===== src/rtl/store_lane_pkg.sv =====
// Shared encodings for the store lane unit: access sizes, FSM states and region indices.
package store_lane_pkg;

    // funct3[1:0] store size encodings
    localparam logic [1:0] SZ_B = 2'b00;
    localparam logic [1:0] SZ_H = 2'b01;
    localparam logic [1:0] SZ_W = 2'b10;
    localparam logic [1:0] SZ_D = 2'b11;

    // Region index of each memory block in the tag / mask layout
    localparam int unsigned REG_DMEM = 0;
    localparam int unsigned REG_IMEM = 1;

    typedef enum logic [0:0] {
        S_IDLE  = 1'b0,
        S_SPLIT = 1'b1
    } state_e;

endpackage


===== src/rtl/store_align.sv =====
// Combinational lane aligner: turns byte offset and size into a two-word byte mask and
// shifted data, and flags accesses that spill into a second word or use an illegal size.
module store_align
    import store_lane_pkg::*;
#(
    parameter int unsigned XLEN = 32,
    localparam int unsigned NBYTES = XLEN / 8,
    localparam int unsigned LOG2B  = $clog2(NBYTES),
    localparam int unsigned MW     = 2 * NBYTES
) (
    input  logic [LOG2B-1:0]  off,
    input  logic [1:0]        size,
    input  logic [XLEN-1:0]   data,
    output logic [MW-1:0]     m2,
    output logic [2*XLEN-1:0] d2,
    output logic              split,
    output logic              illegal
);

    logic [MW-1:0] base;

    // Size decode, lane shift and split detection
    always_comb begin
        base    = '0;
        illegal = (size == SZ_D) && (XLEN == 32);
        case (size)
            SZ_B:    base = MW'(1);
            SZ_H:    base = MW'(3);
            SZ_W:    base = MW'(15);
            default: base = MW'(255);
        endcase
        m2    = illegal ? '0 : (base << off);
        d2    = {{XLEN{1'b0}}, data} << {off, 3'b000};
        split = |m2[MW-1:NBYTES];
    end

endmodule


===== src/rtl/store_lane_unit.sv =====
// Store-path write-enable generator: decodes the address tag to target regions, aligns
// data and byte masks, and registers one (or, for misaligned stores, two) write beats.
// Optional feature macro: STORE_SPLIT_EN enables splitting of word-crossing stores;
// without it such stores are rejected with err.
module store_lane_unit
    import store_lane_pkg::*;
#(
    parameter int unsigned XLEN        = 32,
    parameter int unsigned NUM_REGIONS = 2,
    parameter int unsigned ADDR_TAG_W  = 4,
    localparam int unsigned NBYTES     = XLEN / 8,
    localparam int unsigned LOG2B      = $clog2(NBYTES),
    localparam int unsigned WADDR_W    = XLEN - ADDR_TAG_W - LOG2B
) (
    input  logic                          clk,
    input  logic                          rst_n,
    input  logic                          req_valid,
    output logic                          req_ready,
    input  logic [XLEN-1:0]               req_addr,
    input  logic [XLEN-1:0]               req_data,
    input  logic [1:0]                    req_size,
    output logic                          wr_valid,
    output logic [WADDR_W-1:0]            wr_addr,
    output logic [XLEN-1:0]               wr_data,
    output logic [NUM_REGIONS*NBYTES-1:0] wr_mask,
    output logic                          err
);

`ifdef STORE_SPLIT_EN
    localparam bit SplitEn = 1'b1;
`else
    localparam bit SplitEn = 1'b0;
`endif

    localparam int unsigned MW = NUM_REGIONS * NBYTES;

    state_e                  state_q, state_d;
    logic                    wr_valid_q, wr_valid_d;
    logic [WADDR_W-1:0]      wr_addr_q, wr_addr_d;
    logic [XLEN-1:0]         wr_data_q, wr_data_d;
    logic [MW-1:0]           wr_mask_q, wr_mask_d;
    logic                    err_q, err_d;
    // Beat-1 holding register for split stores
    logic [WADDR_W-1:0]      hold_addr_q, hold_addr_d;
    logic [XLEN-1:0]         hold_data_q, hold_data_d;
    logic [NBYTES-1:0]       hold_mask_q, hold_mask_d;
    logic [NUM_REGIONS-1:0]  hold_sel_q, hold_sel_d;

    logic [ADDR_TAG_W-1:0]   tag;
    logic [NUM_REGIONS-1:0]  sel;
    logic [WADDR_W-1:0]      waddr;
    logic [2*NBYTES-1:0]     m2;
    logic [2*XLEN-1:0]       d2;
    logic                    split, illegal, accept, reject, split_go;
    logic                    unused_tag;

    assign tag        = req_addr[XLEN-1 -: ADDR_TAG_W];
    assign sel        = tag[NUM_REGIONS-1:0];
    assign unused_tag = ^tag;
    assign waddr      = req_addr[XLEN-ADDR_TAG_W-1:LOG2B];

    store_align #(
        .XLEN (XLEN)
    ) u_align (
        .off     (req_addr[LOG2B-1:0]),
        .size    (req_size),
        .data    (req_data),
        .m2      (m2),
        .d2      (d2),
        .split   (split),
        .illegal (illegal)
    );

`ifdef STORE_SPLIT_EN
    assign req_ready = (state_q == S_IDLE);
`else
    assign req_ready = 1'b1;
`endif

    assign accept   = req_valid && req_ready;
    assign reject   = illegal || (split && !SplitEn);
    assign split_go = split && SplitEn;

    // Replicate a per-word byte mask into every selected region slot
    function automatic logic [MW-1:0] expand_mask(input logic [NUM_REGIONS-1:0] s,
                                                  input logic [NBYTES-1:0]      m);
        logic [MW-1:0] r;
        r = '0;
        for (int i = 0; i < NUM_REGIONS; i++) begin
            if (s[i]) r[i*NBYTES +: NBYTES] = m;
        end
        return r;
    endfunction

    // Next-state and beat generation
    always_comb begin
        state_d     = state_q;
        wr_valid_d  = 1'b0;
        wr_addr_d   = wr_addr_q;
        wr_data_d   = wr_data_q;
        wr_mask_d   = '0;
        err_d       = 1'b0;
        hold_addr_d = hold_addr_q;
        hold_data_d = hold_data_q;
        hold_mask_d = hold_mask_q;
        hold_sel_d  = hold_sel_q;
        unique case (state_q)
            S_IDLE: begin
                if (accept) begin
                    if (reject) begin
                        err_d = 1'b1;
                    end else begin
                        if (|sel) begin
                            wr_valid_d = 1'b1;
                            wr_addr_d  = waddr;
                            wr_data_d  = d2[XLEN-1:0];
                            wr_mask_d  = expand_mask(sel, m2[NBYTES-1:0]);
                        end
                        if (split_go) begin
                            state_d     = S_SPLIT;
                            hold_addr_d = waddr + 1'b1;  // wraps within the tag's space
                            hold_data_d = d2[2*XLEN-1:XLEN];
                            hold_mask_d = m2[2*NBYTES-1:NBYTES];
                            hold_sel_d  = sel;
                        end
                    end
                end
            end
            S_SPLIT: begin
                state_d    = S_IDLE;
                wr_valid_d = |hold_sel_q;
                wr_addr_d  = hold_addr_q;
                wr_data_d  = hold_data_q;
                wr_mask_d  = expand_mask(hold_sel_q, hold_mask_q);
            end
            default: state_d = S_IDLE;
        endcase
    end

    // State, output and holding registers with synchronous reset
    always_ff @(posedge clk) begin
        if (!rst_n) begin
            state_q     <= S_IDLE;
            wr_valid_q  <= 1'b0;
            wr_addr_q   <= '0;
            wr_data_q   <= '0;
            wr_mask_q   <= '0;
            err_q       <= 1'b0;
            hold_addr_q <= '0;
            hold_data_q <= '0;
            hold_mask_q <= '0;
            hold_sel_q  <= '0;
        end else begin
            state_q     <= state_d;
            wr_valid_q  <= wr_valid_d;
            wr_addr_q   <= wr_addr_d;
            wr_data_q   <= wr_data_d;
            wr_mask_q   <= wr_mask_d;
            err_q       <= err_d;
            hold_addr_q <= hold_addr_d;
            hold_data_q <= hold_data_d;
            hold_mask_q <= hold_mask_d;
            hold_sel_q  <= hold_sel_d;
        end
    end

    assign wr_valid = wr_valid_q;
    assign wr_addr  = wr_addr_q;
    assign wr_data  = wr_data_q;
    assign wr_mask  = wr_mask_q;
    assign err      = err_q;

endmodule


===== config.mk =====
export PLATFORM = sky130hd
export DESIGN_NAME = store_lane_unit
export DESIGN_NICKNAME = d
export VERILOG_FILES = /design/src/rtl/store_lane_pkg.sv /design/src/rtl/store_align.sv /design/src/rtl/store_lane_unit.sv
export SDC_FILE = /design/constraint.sdc
export NUM_CORES = 1
export LEC_CHECK = 0
export CORE_UTILIZATION = 41
export CTS_BUF_LIST = sky130_fd_sc_hd__clkbuf_4
export CTS_CLUSTER_DIAMETER = 200
export DETAILED_ROUTE_END_ITERATION = 10
export PLACE_DENSITY = 0.77
export SLEW_MARGIN = 40
export SYNTH_ARGS = -nofsm -noshare
export SYNTH_HDL_FRONTEND = slang
export SYNTH_SLANG_ARGS = --single-unit
export TNS_END_PERCENT = 100

===== constraint.sdc =====
create_clock -name clk -period 2.35 [get_ports clk]
set_input_delay 0.47 -clock clk [delete_from_list [all_inputs] [get_ports clk]]
set_output_delay 0.47 -clock clk [all_outputs]
set_load 0.05 [all_outputs]

### Word-level counts from Yosys, hierarchy flattened

Index checks and enable logic that the tools add are counted.

* output and inout bits: 69
* input bits: 69
* register bits: 68

* reductions and logical operators: 9
* bitwise operators: 6
* multiplexer cells: 10
* equal/unequal tests: 3
* shift operators: 2

Operators with widths (count)
* 2-to-1 mux 32 bit: 3
* 2-to-1 mux 26 bit: 3
* << shifter 32 x 5 -> 32 bit: 1
* case mux 8 bit (3 select lines): 1
* OR reduction 5 bit: 2
* 2-to-1 mux 8 bit: 1
* << shifter 8 x 2 -> 8 bit: 1
* inverter 1 bit: 6
* equality test 2 bit, second input constant: 2
* OR reduction 2 bit: 2
* OR reduction 4 bit: 1
* AND reduction 3 bit: 1
* OR reduction 3 bit: 1
* equality test 2 x 1 -> 1 bit, second input constant: 1
* zero test 2 bit: 1
* 2-to-1 mux 1 bit: 2
* logical OR 1 bit: 1

### Logic depth before layout (Yosys ltp)

Gate-level depths: netlist of run 1.

* depth in word-level cells: 8
* depth in mapped cells: 7

### Hierarchy

From an unflattened synthesis of run 1, not the netlist that was laid out.

* cell total of the unflattened synthesis: 412
* area total of the unflattened synthesis: 3648.5 µm²

By module, submodules not included
* store_lane_unit: times used 1, seq. area each 1361.3 µm², area each 2610.0 µm², cells an instance 279
* store_align: times used 1, seq. area each 0.0 µm², area each 1038.5 µm², cells an instance 133

### Least setup slack after synthesis of run 1

No wires, ideal clock.

* path kind: input to register
* from: input req_size[1]
* to: register wr_data_q[11] (netlist: wr_data[11])
* path buffers: 2
* slack: 789 ps
* arrival: 1491 ps
* cell stages on the path: 6
* path through: buf_2 -> a21oi_2 -> o211ai_2 -> buf_4 -> or3_1 -> a21boi_1

* word-level cells in the longest chain between the ends: 8

Ends and longest elaborated chain
* start, declared: RTL line store_lane_unit.sv:21 `input logic [1:0] req_size,`
* equality test 2 bit, or another cell as far along: RTL line store_align.sv:26 `case (size)`
* case mux 8 bit (3 select lines): RTL line store_align.sv:26
* << shifter 8 x 2 -> 8 bit: RTL line store_align.sv:32 `m2 = illegal ? '0 : (base << off);`
* 2-to-1 mux 8 bit: RTL line store_align.sv:32
* OR reduction 4 bit: RTL line store_align.sv:34 `split = |m2[MW-1:NBYTES];`
* logical OR 1 bit *: RTL line store_lane_unit.sv:81 `assign reject = illegal || (split && !SplitEn);`
* inverter 1 bit (no source line) *
* AND reduction 3 bit (no source line) *
* end signal, assigned: RTL line store_lane_unit.sv:157 `wr_data_q <= wr_data_d;`
* end, declared: RTL line store_lane_unit.sv:40 `logic [XLEN-1:0] wr_data_q, wr_data_d;`

Mark *: on every way between the ends. The rest lies on a longest branch, timed or not.
A chain may end at the register's enable or synchronous reset.

### Worst setup path after layout of run 1

* from: register wr_data_q[0] (netlist: wr_data[0])
* to: output wr_data[0]

RTL lines
* end, declared: RTL line store_lane_unit.sv:24 `output logic [XLEN-1:0] wr_data,`

No word-level cell between the ends.

==> flow_metrics.py, run 1 <==
metrics = {
    "hold_path": {
        "hp-class": "reg2reg",
    },
    "clock_network": {
        "htreeDepth": 3,
        "postCtsHoldBufs": 0,
        "cts_sinks": 68,
        "post_cts_buffers": 0,
        "cts_tree": "done",
        "cts-buffers-inserted": 9,
        "clockBufferDepth": 2,
        "clk_latency_ns": 0.40,
        "clkTransAtPathRegs_ns": 0.12,
        "clockRootBuffer": "clkbuf_4",
        "cts_resized": 0,
    },
    "power": {
        "switching_share_pct": 30.10,
        "leakagePower_nw": 1.754,
        "pwr-share-comb_pct": 23.6,
        "p_sw_uw": 777.9,
        "power.total_mw": 2.585,
        "peakVddDrop_uv": 303.6,
        "internal_power_mw": 1.807,
        "power_frac_clock_pct": 29.2,
        "p_seq_share_pct": 47.2,
        "pwr_density_cell_nw_per_um2": 568.4,
    },
    "timing": {
        "fin_crit_sh_pct": 87.49,
        "clock_skew_ns": 0,
        "setup_tns_ns": 0,
        "slew_headroom_pct": 57.95,
        "slew_violations": 0,
        "max_freq_mhz": 486.4,
        "hold_viol": 0,
        "setup_ws_ns": 0.2939,
        "setup_viol": 0,
        "tightest_slew_ns": 0.6294,
        "rsz0062_at_grt": "false",
        "period_needed_ns": 2.056,
    },
    "die": {
        "start_util_pct": 42.97,
        "num_io_pins": 138,
        "die_area_um2": 7583,
        "die_x_um": 87.08,
        "core-area_um2": 6907,
        "fp.dieH_um": 87.08,
        "row_count": 30,
    },
    "worst_setup_path": {
        "crit_arrival_ns": 1.59,
        "cpMaxStageDelayCell": "clkdlybuf4s50_1",
        "startpoint_type": "register",
        "path_cells": "clkdlybuf4s50_1",
        "crit_buf_inv": 1,
        "crit_family": "buffers and inverters",
        "critPathCaptureType": "output port",
        "worstSetupPathType": "reg2out",
        "reg2reg_slack_ns": 1.68,
        "crit_path_max_incr_delay_ns": 0.81,
        "crit_fanout": 2,
        "required_ns": 1.88,
    },
    "synthesis": {
        "ys_warn_count": 0,
        "seq_area_frac_synth_pct": 45.87,
        "synth.net_count": 413,
        "ys_types": 29,
        "synth_seq_cells": 68,
        "syn_area_um2": 2968,
        "yosysTopAreaCellShare_pct": 45.87,
        "synthCells": 344,
        "avgSynthCellArea_um2": 8.627,
        "yosys.area.top_type": "dfxtp_1",
        "synth.area.top_cells": "dfxtp_1, nand2_1, a21boi_0",
    },
    "final_layout": {
        "n_antenna_cell": 0,
        "drive_gt1_share_pct": 7.307,
        "synthToLayoutAreaGrowth_pct": 53.20,
        "fillers": 601,
        "mostFrequentLayoutCell": "clkdlybuf4s50_1",
        "final_cell_mix": "clkdlybuf4s50_1, nand2_1, dfxtp_1, a21boi_0, mux2i_1",
        "nNetsFinal": 543,
    },
    "placed_design": {
        "portBuffers": 134,
        "gp_congestion": 0.7763,
        "pre_cts_ws_ns": 0.09534,
        "post-dp-hpwl_um": 5778,
    },
    "global_routing": {
        "grt_busiest_layer": "met2",
        "grtUsageMet3_pct": 6.445,
        "grt_pass1_vias": 2572,
        "grt_max_degree": 42,
        "grt_pass1_wl_um": 12330,
        "met1_usage_pct": 25.22,
        "grt_use_total_pct": 21.47,
        "use_met2_pct": 35.79,
        "antenna_found_initial": 0,
        "grt-ovfl-total": 0,
    },
    "detailed_routing": {
        "drt_first_pass_iters": 4,
        "drcViolationCount": 0,
        "antenna_left": 0,
        "wl_per_cell_um": 13.84,
        "route.vias.total": 2814,
        "dr.first_iter.drc_count": 123,
        "wirelength_um": 7958,
        "viasPerCell": 4.894,
    },
    "outcome": {
        "status": "complete, no violations",
    },
    "flow_run": {
        "drv_cap": 0,
    },
}
## synthesized netlist by cell type, drive strengths merged
cell	number
nand2	103
dfxtp	68
a21boi	50
mux2i	24
buf	17
nand3	16
clkbuf	12
nor2	9
o211a	9
o211ai	9
or3	8
o21a	3
o21ai	3
a21oi	2
and3	2
nand4	2
nor2b	2
and2	1
conb	1
inv	1
o311a	1
o31ai	1
## power by group through the flow
stage                     clock, mW  sequential [mW]  combinational (mW)
final                         0.754             1.22               0.611
after global routing          0.831             1.23               0.651
after CTS                     0.772             1.22               0.614
after detailed placement          0             1.25               0.611
after global placement            0             1.24               0.606
after floorplan                   0             1.41               0.187
## per-layer routing
| layer | up-vias | part of all wire (%) |
|---|---|---|
| met5 | - | 0 |
| met4 | 0 | 1.5 |
| met3 | 10 | 6.9 |
| met2 | 89 | 49 |
| met1 | 1289 | 43 |
| li1 | 1426 | - |
## worst paths after layout
kind | from | cells past startpoint | endpoint
max | wr_data[0] | 1 | wr_data[0]
min | wr_data[12] | 2 | wr_data[12]
min reg2reg | wr_data[12] | 2 | wr_data[12]
max reg2reg | wr_addr[8] | 2 | wr_addr[8]
## registers in the layout, indices dropped and copies added (netlist names)
name,cells
err,1
wr_addr,26
wr_valid,1
wr_data,32
wr_mask,8
## stage by stage
stage          hold slack, ns  cells  utilization [%]  area [um2]
2_1_floorplan          0.6049    344                -        2968
3_3_place_gp           0.4418    559            63.88        4412
3_5_place_dp           0.4417    559            63.88        4412
4_1_cts                0.4593    575            65.83        4547
5_1_grt                0.4826    575            65.83        4547
6_report               0.4583    575            65.83        4547
## cells by family after synthesis
family	after synthesis	share of synthesized area (%)
AOI/OAI and AO/OA	78	20.57
buffers and inverters	30	5.227
DFF	68	45.87
muxes	24	8.094
other	1	0.1264
and+or+nand+nor	143	20.11
## area by class of cell
class                           instances  area [um2]  area share (%)
Timing Repair Buffer                  148        1466           32.25
Multi-Input combinational cell        246        1460           32.11
Sequential cell                        68        1361           29.94
Tap cell                               96       120.1           2.642
Clock buffer                           11       82.58           1.816
Clock inverter                          5       52.55           1.156
Inverter                                1       3.754         0.08255
No activity file was read; power rests on OpenSTA's default activity.
==> inputs of run 2 (changes only) <==
Settings changed: CTS_CLUSTER_DIAMETER 200 to 100.
==> results of run 2 <==
No change in the layout: final DEF, timing and power equal those of run 1.
==> inputs of run 3 (changes only) <==
Settings changed: PLACE_DENSITY 0.77 to 0.72, SYNTH_HIERARCHICAL set to 1.
==> run 3 against run 2 <==
  * Critical path depth unchanged
  * Count of clock-buffer cells in the layout fell by 1
  * Routed wire length is 2.8% higher
  * Core utilization fell by 3.8 points
  * Clock skew unchanged
  * Die area grew 12%
  * Non-clock buffer count fell by 4
  * Sequential cell count stayed put
  * First-iteration DRC count is 27% lower
  * Combinational power is 17% higher
  * Clock power increased by 2.8%
  * Sequential share of layout area is 1.7 points lower
  * Critical endpoint is now wr_data[11]
  * Largest cell class is now multi-input gates
==> flow_metrics.py, run 3 <==
metrics = {
    "outcome": {
        "status": "complete, no violations",
    },
    "final_layout": {
        "synthToLayoutAreaGrowth_pct": 45.17,
        "mostFrequentLayoutCell": "clkdlybuf4s50_1",
        "largest_register_ffs": 32,
        "final_cells": 593,
        "final_cell_mix": "clkdlybuf4s50_1, nand2_1, mux2i_1, dfxtp_1, and2_1",
        "drive_gt1_share_pct": 6.925,
        "final_util_pct": 62.02,
        "n_antenna_cell": 0,
        "fillers": 677,
        "nNetsFinal": 555,
    },
    "synthesis": {
        "synth.net_count": 433,
        "syn_area_um2": 3318,
        "synthCells": 364,
        "avgSynthCellArea_um2": 9.116,
        "ys_warn_count": 6,
    },
    "timing": {
        "setup_tns_ns": 0,
        "tightest_slew_ns": 0.5491,
        "max_freq_mhz": 484.2,
        "fin_crit_sh_pct": 87.88,
        "hold_ws_ns": 0.4612,
        "rsz0062_at_grt": "false",
        "setup_ws_ns": 0.2847,
        "slew_violations": 0,
        "hold_viol": 0,
        "slew_headroom_pct": 63.28,
        "clock_skew_ns": 0,
        "setup_viol": 0,
        "period_needed_ns": 2.065,
    },
    "worst_setup_path": {
        "required_ns": 1.88,
        "worstSetupPathType": "reg2out",
        "crit_family": "buffers and inverters",
        "startpoint_type": "register",
        "path_cells": "clkdlybuf4s50_1",
        "crit_fanout": 2,
        "critPathCaptureType": "output port",
        "cpMaxStageDelayCell": "clkdlybuf4s50_1",
        "crit_path_max_incr_delay_ns": 0.83,
        "crit_arrival_ns": 1.60,
        "crit_buf_inv": 1,
    },
    "power": {
        "peakVddDrop_uv": 283.4,
        "leakagePower_nw": 1.879,
        "pwr_density_cell_nw_per_um2": 564.3,
    },
    "die": {
        "row_count": 32,
        "core-area_um2": 7767,
        "start_util_pct": 42.72,
        "die_x_um": 91.96,
        "die_area_um2": 8457,
        "num_io_pins": 138,
        "fp.dieH_um": 91.96,
    },
    "placed_design": {
        "dp.cells": 577,
        "post-dp-hpwl_um": 6010,
        "gp_congestion": 0.7995,
        "portBuffers": 134,
        "pre_cts_ws_ns": 0.007510,
    },
    "detailed_routing": {
        "route.vias.total": 2817,
        "dr.first_iter.drc_count": 90,
        "drt_first_pass_iters": 4,
        "drcViolationCount": 0,
        "wl_per_cell_um": 13.80,
        "viasPerCell": 4.750,
        "antenna_left": 0,
        "wirelength_um": 8184,
    },
    "clock_network": {
        "post_cts_buffers": 0,
        "cts_resized": 0,
        "htreeDepth": 3,
        "postCtsHoldBufs": 0,
        "clkTransAtPathRegs_ns": 0.11,
        "clk_latency_ns": 0.40,
        "cts_sinks": 68,
        "cts-buffers-inserted": 9,
        "clockBufferDepth": 2,
        "cts_tree": "done",
        "clockRootBuffer": "clkbuf_4",
    },
    "global_routing": {
        "grt_pass1_vias": 2707,
        "grt_use_total_pct": 19.78,
        "grt_max_degree": 51,
        "antenna_found_initial": 0,
        "grt-ovfl-total": 0,
        "grt_pass1_wl_um": 13120,
    },
    "hold_path": {
        "hp-class": "reg2reg",
    },
    "flow_run": {
        "drv_cap": 0,
    },
}
-- run 3: power breakdown --
| group | total [mW] | switching, mW | leakage [nW] | internal (mW) |
|---|---|---|---|---|
| sequential | 1.23 | 0.0255 | 0.554 | 1.21 |
| clock | 0.775 | 0.438 | 0.0763 | 0.337 |
| combinational | 0.712 | 0.401 | 1.25 | 0.311 |
-- run 3: final timing paths --
path | cells after the start | end | start | slack, ns
max reg2reg | 2 | wr_data[11] | wr_data[11] | 1.74
max | 1 | wr_data[11] | wr_data[11] | 0.28
min | 2 | wr_data[26] | wr_data[26] | 0.46
min reg2reg | 2 | wr_data[26] | wr_data[26] | 0.46
-- run 3: layout make-up --
type | instances | area (um2) | share of cell area (%)
Multi-Input combinational cell | 261 | 1704 | 35.38
Sequential cell | 68 | 1361 | 28.26
Inverter | 2 | 7.507 | 0.1558
Clock buffer | 10 | 75.07 | 1.558
Clock inverter | 6 | 65.06 | 1.351
Tap cell | 102 | 127.6 | 2.649
Timing Repair Buffer | 144 | 1476 | 30.65
-- run 3: per-stage QoR --
step | instance area (um2) | power, mW
after floorplan | 3318 | 1.708
after global routing | 4817 | 2.853
after global placement | 4677 | 1.964
after CTS | 4817 | 2.749
after detailed placement | 4677 | 1.973
final | 4817 | 2.718
-- run 3: routing by layer --
layer / GRT usage, % / wire length, um / vias to the layer above / part of all wire, %
met1: 23.59 / 3634 / 1288 / 44
met3: 5.556 / 423 / 12 / 5.2
met5: 0 / 0 / - / 0
met4: 7.161 / 170 / 0 / 2.1
li1: - / - / 1439 / -
met2: 33.77 / 3955 / 78 / 48
